==> src/rtl/cdb_rr_scheduler_pkg.sv <==
// Helpers local to the CDB round-robin scheduler.
package cdb_rr_scheduler_pkg;

  // Increment an index modulo n (n >= 1).
  function automatic int unsigned wrap_inc(input int unsigned idx, input int unsigned n);
    return ((idx + 1) >= n) ? 0 : (idx + 1);
  endfunction

endpackage

==> src/rtl/sys_defs.sv <==
// Shared processor definitions used by the CDB scheduler and its neighbours.
// Provides the XLEN/TRUE/FALSE macros and the execute write-back and CDB
// payload types.
`ifndef SYS_DEFS_SV
`define SYS_DEFS_SV

`define XLEN  32
`define TRUE  1'b1
`define FALSE 1'b0

package sys_defs;

  localparam int unsigned XLEN_W    = `XLEN;
  localparam int unsigned ROB_TAG_W = 5;

  typedef logic [31:0] INST;

  // Result offered by a functional unit at the end of execute.
  typedef struct packed {
    logic                 valid;
    logic [XLEN_W-1:0]    value;
    logic [ROB_TAG_W-1:0] rob_tag;
    INST                  inst;
    logic [XLEN_W-1:0]    NPC;
  } EX_WR_PACKET;

  // Common data bus broadcast.
  typedef struct packed {
    logic                 valid;
    logic [XLEN_W-1:0]    value;
    logic [ROB_TAG_W-1:0] rob_tag;
  } CDB_DATA;

endpackage

`endif

==> src/rtl/rr_arbiter.sv <==
// Rotating-priority arbiter: grants the first requester found searching
// upward from ptr, wrapping modulo N. Purely combinational.
//   req   - request vector, one bit per requester
//   ptr   - highest-priority index this cycle (must be < N)
//   grant - one-hot grant, all zero when no request is pending
module rr_arbiter #(
  parameter  int unsigned N     = 4,
  localparam int unsigned PTR_W = (N > 1) ? $clog2(N) : 1
) (
  input  logic [N-1:0]     req,
  input  logic [PTR_W-1:0] ptr,
  output logic [N-1:0]     grant
);

  logic        found;
  int unsigned idx;

  // Walk the N positions starting at ptr; the first request wins.
  always_comb begin
    grant = '0;
    found = 1'b0;
    idx   = 0;
    for (int unsigned i = 0; i < N; i++) begin
      idx = (32'(ptr) + i) % N;
      if (!found && req[idx]) begin
        grant[idx] = 1'b1;
        found      = 1'b1;
      end
    end
  end

endmodule

==> src/rtl/cdb_rr_scheduler.sv <==
// Common data bus scheduler: one holding entry per functional unit, drained
// onto the CDB one result per cycle in round-robin order.
//   clock, reset  - clock and synchronous active-high reset
//   squash        - flush: discards every pending result
//   ex_packet_in  - per-FU result offers
//   ex_ready      - per-FU accept (combinational)
//   cdb           - registered broadcast (valid, value, rob_tag)
//   wr_inst       - registered instruction of the broadcast, 0 when idle
//   wr_NPC        - registered NPC of the broadcast, 0 when idle
//   grant_idx     - registered FU index of the broadcast, 0 when idle
module cdb_rr_scheduler
  import sys_defs::*;
  import cdb_rr_scheduler_pkg::*;
#(
  parameter  int unsigned FU_NUM = 4,
  localparam int unsigned IDX_W  = (FU_NUM > 1) ? $clog2(FU_NUM) : 1
) (
  input  logic                     clock,
  input  logic                     reset,
  input  logic                     squash,
  input  EX_WR_PACKET [FU_NUM-1:0] ex_packet_in,
  output logic        [FU_NUM-1:0] ex_ready,
  output CDB_DATA                  cdb,
  output INST                      wr_inst,
  output logic        [`XLEN-1:0]  wr_NPC,
  output logic        [IDX_W-1:0]  grant_idx
);

  // Holding entries; the stored packet's valid bit is the entry-valid flag.
  EX_WR_PACKET [FU_NUM-1:0] buf_q, buf_d;
  logic        [IDX_W-1:0]  rr_ptr_q, rr_ptr_d;
  CDB_DATA                  cdb_q, cdb_d;
  INST                      wr_inst_q, wr_inst_d;
  logic        [`XLEN-1:0]  wr_npc_q, wr_npc_d;
  logic        [IDX_W-1:0]  grant_idx_q, grant_idx_d;

  logic [FU_NUM-1:0] buf_valid_c;
  logic [FU_NUM-1:0] grant_c;
  logic [FU_NUM-1:0] ex_ready_c;
  logic [FU_NUM-1:0] accept_c;
  logic [IDX_W-1:0]  grant_enc_c;
  logic              grant_any_c;

  always_comb begin
    for (int unsigned i = 0; i < FU_NUM; i++) begin
      buf_valid_c[i] = buf_q[i].valid;
    end
  end

  rr_arbiter #(.N(FU_NUM)) u_rr_arbiter (
    .req   (buf_valid_c),
    .ptr   (rr_ptr_q),
    .grant (grant_c)
  );

  // One-hot grant to index.
  always_comb begin
    grant_enc_c = '0;
    for (int unsigned i = 0; i < FU_NUM; i++) begin
      if (grant_c[i]) grant_enc_c = IDX_W'(i);
    end
  end

  assign grant_any_c = |grant_c;

  // An entry being granted this cycle may be refilled on the same edge.
  assign ex_ready_c = {FU_NUM{~squash & ~reset}} & (~buf_valid_c | grant_c);

  always_comb begin
    for (int unsigned i = 0; i < FU_NUM; i++) begin
      accept_c[i] = ex_packet_in[i].valid & ex_ready_c[i];
    end
  end

  // Next-state: broadcast selection and entry updates.
  always_comb begin
    buf_d       = buf_q;
    rr_ptr_d    = rr_ptr_q;
    cdb_d       = '0;
    wr_inst_d   = '0;
    wr_npc_d    = '0;
    grant_idx_d = '0;

    if (!squash && grant_any_c) begin
      cdb_d.valid   = `TRUE;
      cdb_d.value   = buf_q[grant_enc_c].value;
      cdb_d.rob_tag = buf_q[grant_enc_c].rob_tag;
      wr_inst_d     = buf_q[grant_enc_c].inst;
      wr_npc_d      = buf_q[grant_enc_c].NPC;
      grant_idx_d   = grant_enc_c;
      rr_ptr_d      = IDX_W'(wrap_inc(32'(grant_enc_c), FU_NUM));
    end

    for (int unsigned i = 0; i < FU_NUM; i++) begin
      if (squash) begin
        buf_d[i].valid = `FALSE;
      end else if (accept_c[i]) begin
        buf_d[i] = ex_packet_in[i];
      end else if (grant_c[i]) begin
        buf_d[i].valid = `FALSE;
      end
    end
  end

  // State registers.
  always_ff @(posedge clock) begin
    if (reset) begin
      buf_q       <= '0;
      rr_ptr_q    <= '0;
      cdb_q       <= '0;
      wr_inst_q   <= '0;
      wr_npc_q    <= '0;
      grant_idx_q <= '0;
    end else begin
      buf_q       <= buf_d;
      rr_ptr_q    <= rr_ptr_d;
      cdb_q       <= cdb_d;
      wr_inst_q   <= wr_inst_d;
      wr_npc_q    <= wr_npc_d;
      grant_idx_q <= grant_idx_d;
    end
  end

  assign ex_ready  = ex_ready_c;
  assign cdb       = cdb_q;
  assign wr_inst   = wr_inst_q;
  assign wr_NPC    = wr_npc_q;
  assign grant_idx = grant_idx_q;

endmodule
==> config.mk <==
export PLATFORM = sky130hd
export DESIGN_NAME = cdb_rr_scheduler
export DESIGN_NICKNAME = d
export VERILOG_FILES = /design/src/rtl/cdb_rr_scheduler_pkg.sv /design/src/rtl/sys_defs.sv /design/src/rtl/rr_arbiter.sv /design/src/rtl/cdb_rr_scheduler.sv
export SDC_FILE = /design/constraint.sdc
export NUM_CORES = 1
export LEC_CHECK = 0
export ABC_CLOCK_PERIOD_IN_PS = 3930
export CORE_MARGIN = 3
export CORE_UTILIZATION = 49
export DETAILED_ROUTE_END_ITERATION = 8
export GPL_ROUTABILITY_DRIVEN = 0
export GPL_TIMING_DRIVEN = 0
export PLACE_DENSITY = 0.86
export SYNTH_ARGS = -nofsm -noshare
export SYNTH_HDL_FRONTEND = slang
export SYNTH_HIERARCHICAL = 1
export SYNTH_SLANG_ARGS = --single-unit
==> constraint.sdc <==
create_clock -name clock -period 3.93 [get_ports clock]
set_input_delay 0.393 -clock clock [delete_from_list [all_inputs] [get_ports clock]]
set_output_delay 0.393 -clock clock [all_outputs]
set_load 0.005 [all_outputs]
### Word-level counts from Yosys, hierarchy flattened

Cells that the tools add are included.

* register bits after elaboration: 514
* input port bits: 411
* output and inout port bits: 108

* add/subtract/negate cells: 4
* order comparisons: 10
* mux-type cells: 38
* bitwise operators: 14
* reduce and logical (&&, ||, !) cells: 23

Operators with widths (count)
* 102-bit binary-select mux with 2-bit select: 1
* 101-bit two-way mux: 1
* 38-bit two-way mux: 1
* 1-bit two-way mux: 20
* 4-bit two-way mux: 4
* 4-bit OR: 4
* 2-bit by 3-bit less-than comparator with 1-bit output, second input constant: 5
* 1-bit binary-select mux with 2-bit select: 4
* 1-bit demux with 2-bit select: 4
* 2-bit by 1-bit greater-or-equal comparator with 1-bit output, second input constant: 4
* 1-bit logical AND: 8
* 2-bit AND reduction: 4
* 2-bit nonzero test: 4
* 2-bit two-way mux: 3
* 1-bit AND: 5
* 2-bit adder, second input constant: 2
* 4-bit AND: 1
* 1-bit logical NOT: 4
* 4-bit inverter: 1
* 2-bit OR reduction: 2
* 4-bit OR reduction: 1
* 2-bit by 1-bit adder with 3-bit output, second input constant: 1
* 3-bit greater-or-equal comparator, second input constant: 1
* 1-bit inverter: 3
* 2-bit by 1-bit adder with 2-bit output, second input constant: 1

### Depth between registers and ports, before layout

* depth in word-level cells: 18
* depth in mapped cells: 14
* mapped depth without buffers: 12

### Hierarchy

The synthesis kept the hierarchy.

Modules (own cells, without submodules)
* cdb_rr_scheduler: instances 1, cells an instance 1950, area each 19850.3 sq um, sequential area each 10289.9 sq um
* rr_arbiter: instances 1, cells an instance 36, area each 337.8 sq um, sequential area each 0.0 sq um

### Worst setup path after synthesis

No wires, ideal clock.

* path type: register to register
* from: register rr_ptr_q[0]
* to: register rr_ptr_q[1]
* data arrival time: 2.944 ns
* required time: 3.802 ns
* path slack: 0.858 ns
* stages on the path, launching flop included: 15
* path buffers: 2
* path through: dfxtp_1 inv_1 ha_1 mux4_2 nor4b_4 nand2_1 o211ai_1 inv_1 a21oi_1 buf_2 inv_2 buf_2 ha_1 mux2i_1 nor2_1

* elaborated cells between the ends (all ways): 55

RTL lines
* start, declared: RTL line cdb_rr_scheduler.sv:31 `logic [IDX_W-1:0] rr_ptr_q, rr_ptr_d;`
* start signal, assigned: RTL line cdb_rr_scheduler.sv:116 `rr_ptr_q <= rr_ptr_d;`
* parallel branches: the longest is 11 deep, another holds 2-bit by 3-bit less-than comparator with 1-bit output
* 4-bit two-way mux *: RTL line rr_arbiter.sv:25 `if (!found && req[idx]) begin`
* via grant_c[2]: RTL line cdb_rr_scheduler.sv:38 `logic [FU_NUM-1:0] grant_c;`
* 2-bit two-way mux * (2 in series): RTL line cdb_rr_scheduler.sv:60 `if (grant_c[i]) grant_enc_c = IDX_W'(i);`
* via grant_enc_c[0]: RTL line cdb_rr_scheduler.sv:41 `logic [IDX_W-1:0] grant_enc_c;`
* 2-bit by 1-bit adder with 3-bit output *: RTL line cdb_rr_scheduler_pkg.sv:6 `return ((idx + 1) >= n) ? 0 : (idx + 1);`
* 3-bit greater-or-equal comparator: RTL line cdb_rr_scheduler_pkg.sv:6
* 2-bit two-way mux *: RTL line cdb_rr_scheduler_pkg.sv:6

Mark *: on every way through the listed nets, which the timed path passes. The select of a mux whose other input is x is not followed.
A chain may end at the register's enable or synchronous reset.

### Final worst setup path

* from: register rr_ptr_q[0]
* to: output port ex_ready[3]

* cells in the longest elaborated chain, start to end: 14
* elaborated cells between the ends (all ways): 49

Ends and longest elaborated chain
* parallel branches: the longest is 11 deep, another holds 2-bit by 3-bit less-than comparator with 1-bit output
* 4-bit two-way mux *: RTL line rr_arbiter.sv:25
* via grant_c[3]: RTL line cdb_rr_scheduler.sv:38
* 4-bit OR *: RTL line cdb_rr_scheduler.sv:67 `assign ex_ready_c = {FU_NUM{~squash & ~reset}} & (~buf_valid_c | grant_c);`
* 4-bit AND *: RTL line cdb_rr_scheduler.sv:67
* end, declared: RTL line cdb_rr_scheduler.sv:22 `output logic [FU_NUM-1:0] ex_ready,`

Marked as above.

==> impl_summary.txt <==
----------------------------------------------------
[Synthesis]
  Cells after synthesis ... 1986
  Count of flip-flops with a built-in enable after synthesis ... 0
  Ys Warns ... 6
  Post-Syn Area per Cell ... 10.17 sq um
  Sequential area share after synthesis ... 50.97%
  Most area-hungry cell type in the Yosys netlist ... dfxtp_1
  Netlist area before placement ... 0.02019 sq mm
  Most instantiated flip-flop cell in the synthesis netlist ... dfxtp_1
  Ranking of synthesized cells by instance count ... dfxtp_1 (514), mux2i_1 (513), nor2_1 (421)
  Most instantiated library cell after synthesis ... dfxtp_1
  Synth area leaders ... dfxtp_1 (51%), mux2i_1 (25%), nor2_1 (7.8%), mux2_2 (2.6%), a21oi_1 (2.5%)
  Count of state elements after synthesis ... 514
  Net count after synthesis ... 2404
  Yosys cell types ... 30
  Async set-reset flop share out of synthesis ... 0%
  Fraction of synthesized cell area taken by the top area cell type ... 50.97%

[Worst setup path]
  Critical-path cell list ... inv_1, ha_1, mux4_2, nor4b_4, nand2_1, o211ai_1, buf_4, nor2b_1, nor2_1, clkdlybuf4s50_1
  CP startpoint kind ... flip-flop
  Kind of end point of the critical path ... primary output
  Worst path buffer plus inverter count ... 3
  Signal arrival time at the worst endpoint ... 3.45 ns
  Max stage delay cell, worst path ... clkdlybuf4s50_1
  Required arrival time at the worst endpoint ... 3.54 ns
  Cell family with most CP delay ... buffers and inverters
  Flop2flop setup slack ... 0.19 ns
  Biggest fanout along the worst timing path ... 9
  Path type of the worst setup path ... reg -> out
  Delay contributed by the slowest stage of the critical path ... 0.53 ns

[Global route]
  Via count of the first global-routing pass ... 17.85k
  First-pass GRT wire length ... 107.1 mm
  Initial antenna violation count ... 16
  Sum of overflow across all layers after global routing ... 0
  Largest net degree at the start of global routing ... 15
  Tot GR Track Use ... 31.79%

[Clocking]
  Number of buffers added to fix hold violations after cts ... 0
  Maximum clock insertion buffer count ... 3
  Sinks on Clock Net ... 514
  Clk root buf ... clkbuf_16
  Htree depth ... 2
  Clock latency on the worst-skew pair ... 0.61 ns
  Clock tree from TritonCTS ... done
  Post-CTS clock slew at the launch and capture registers of the worst setup and hold paths ... 0.06 ns
  Number of clock buffers inserted by TritonCTS ... 51

[Power and ir drop]
  Final Power ... 0.01546 W
  Leakage power ... 13.11 nW
  Worst vdd rail ir drop ... 0.3821 mV
  Power density relative to cell area ... 554.7 mW/mm^2

[Detailed routing]
  Violation count after the first detailed-routing iteration ... 1439
  Antenna viol nets, final ... 0
  Via count ... 17.38k
  Vias/cell ... 5.530
  Post-detailed-route DRC marker count ... 0
  Detailed Routing Iterations Pass 1 ... 6
  Detailed-route wire length ... 72.49 mm
  Routed wirelength normalized by instance count ... 23.06 microns

[STA]
  Achievable Freq ... 0.2599 GHz
  Worst Max-Slew Pin Slew ... 1.062 ns
  Count of final hold-check violations ... 0
  Final worst path period share ... 97.89%
  Final-report max-slew violation count ... 0
  Final worst clock skew ... 0.03342 ns
  Total setup violations reported at the end of the flow ... 0
  Minimum clock period ... 3.847 ns
  Worst-case headroom to the max-slew limit ... 29.19%

[Cells and area]
  Final design utilization ... 69.36%
  Final #Nets ... 2980
  Fraction of layout cells with a size suffix above 1 ... 8.766%
  Signed area change from the synthesized netlist to the final layout ... 38.08%

[Floorplanning]
  Die width ... 209.0 microns
  Standard-cell row count ... 73
  Number of top-level pins ... 519
  Placeable core region ... 0.04019 sq mm
  Initial cell density of the core ... 50.23%
  Area enclosed by the die boundary ... 0.04367 sq mm
  Overall die height ... 209.0 microns

[Run status]
  Status ... complete, no violations

[Placement]
  Port Buffers ... 518
  Detailed placement HPWL ... 53.82 mm

[Job]
  Number of max-cap violations ... 0

[Worst hold path]
  Hold Path Class ... in -> reg

----------------------------------------------------
-- cells by family after synthesis --
logic type               count (synthesis)  share of synthesized area [%]
AO/OA/AOI/OAI                          211                          6.030
adder cells (fa/ha/maj)                  7                         0.4338
buffers and inverters                  203                          4.698
flip-flops                             514                          50.97
multiplexers                           564                          28.54
AND/OR/NAND/NOR                        487                          9.328
-- registers in the layout (all words and copies together) (netlist names) --
signal and count:
rr_ptr_q 2, cdb 38, wr_NPC 32, grant_idx 2
wr_inst 32, buf_q 408
-- cell usage in the layout (no fill, tap or decap), types with 6 or more instances in the layout --
cell,synthesis,final
o22ai_2,10,10
buf_4,22,29
inv_1,56,56
nand2_1,53,53
diode_2,0,17
o21ai_0,47,47
buf_6,7,7
clkinv_2,0,7
mux2_2,47,47
clkdlybuf4s50_1,0,518
clkbuf_1,73,81
nor2_1,421,421
buf_2,41,40
bufinv_16,0,6
dfxtp_1,514,512
clkbuf_16,0,51
ha_1,7,7
a21oi_1,100,100
mux2i_1,513,513
clkbuf_8,0,13
o22ai_1,44,44
-- power by group --
part / switching [W] / leakage [nW] / total (W) / internal, W
combinational: 0.00275 / 8.07 / 0.00473 / 0.00197
clock: 0.00209 / 0.863 / 0.00512 / 0.00303
sequential: 0.000145 / 4.17 / 0.00561 / 0.00547
total: 0.00499 / 13.1 / 0.0155 / 0.0105
-- worst register-to-register path: cells and delay by family, from the launching register on --
family          cells  cell delay [ns]
simple gates        2             0.77
buf+inv             5             1.04
mux                 1             0.40
fa+ha+maj           1             0.34
flops               1             0.42
compound gates      4             0.63
-- layer usage --
metal / vias to the layer above / routed length [microns] / global-route usage (%)
met5: - / 0 / 0
met4: 0 / 3289 / 14.87
met3: 192 / 5042 / 5.209
met2: 830 / 34990 / 53.49
met1: 8454 / 29170 / 40.03
li1: 7906 / - / -
-- layout make-up --
cell class	count	area, sq um
clock inverters	19	265.3
multi-input cells	1269	8950
flip-flops and latches	514	10290
clock buffers	73	1489
plain buffers	144	729.5
fillers	2926	12310
well taps	525	656.9
diodes	17	42.54
inverters	58	217.7
repair buffers	524	5230
-- per-stage QoR --
step	setup WS [ns]	hold WS [ns]	setup TNS (ns)	cell area, sq um	std cells
after global placement	-0.3015	0.4438	-7.028	26030	3029
final	0.08297	0.3829	0	27880	3143
after global routing	-0.0007732	0.3909	-0.0007732	27870	3142
after CTS	0.05480	0.3614	0	27820	3125
after floorplan	0.8581	0.4360	0	20190	1986
after detailed placement	-0.3712	0.4492	-14.26	26030	3029
-- what timing repair did --
item,CTS,global route
resized for setup,3,1
pin swaps,2,0
setup buffers,5,1
hold endpoints to repair,0,0
setup endpoints to repair,89,11
-- worst paths after layout --
check,from,endpoint,cells after the start
max reg2reg,rr_ptr_q[0],cdb[32],13
max,rr_ptr_q[0],ex_ready[3],10
min,ex_packet_in[255],buf_q[255],3
min reg2reg,buf_q[384],cdb[14],2
Power figures use the tool's default switching activity.
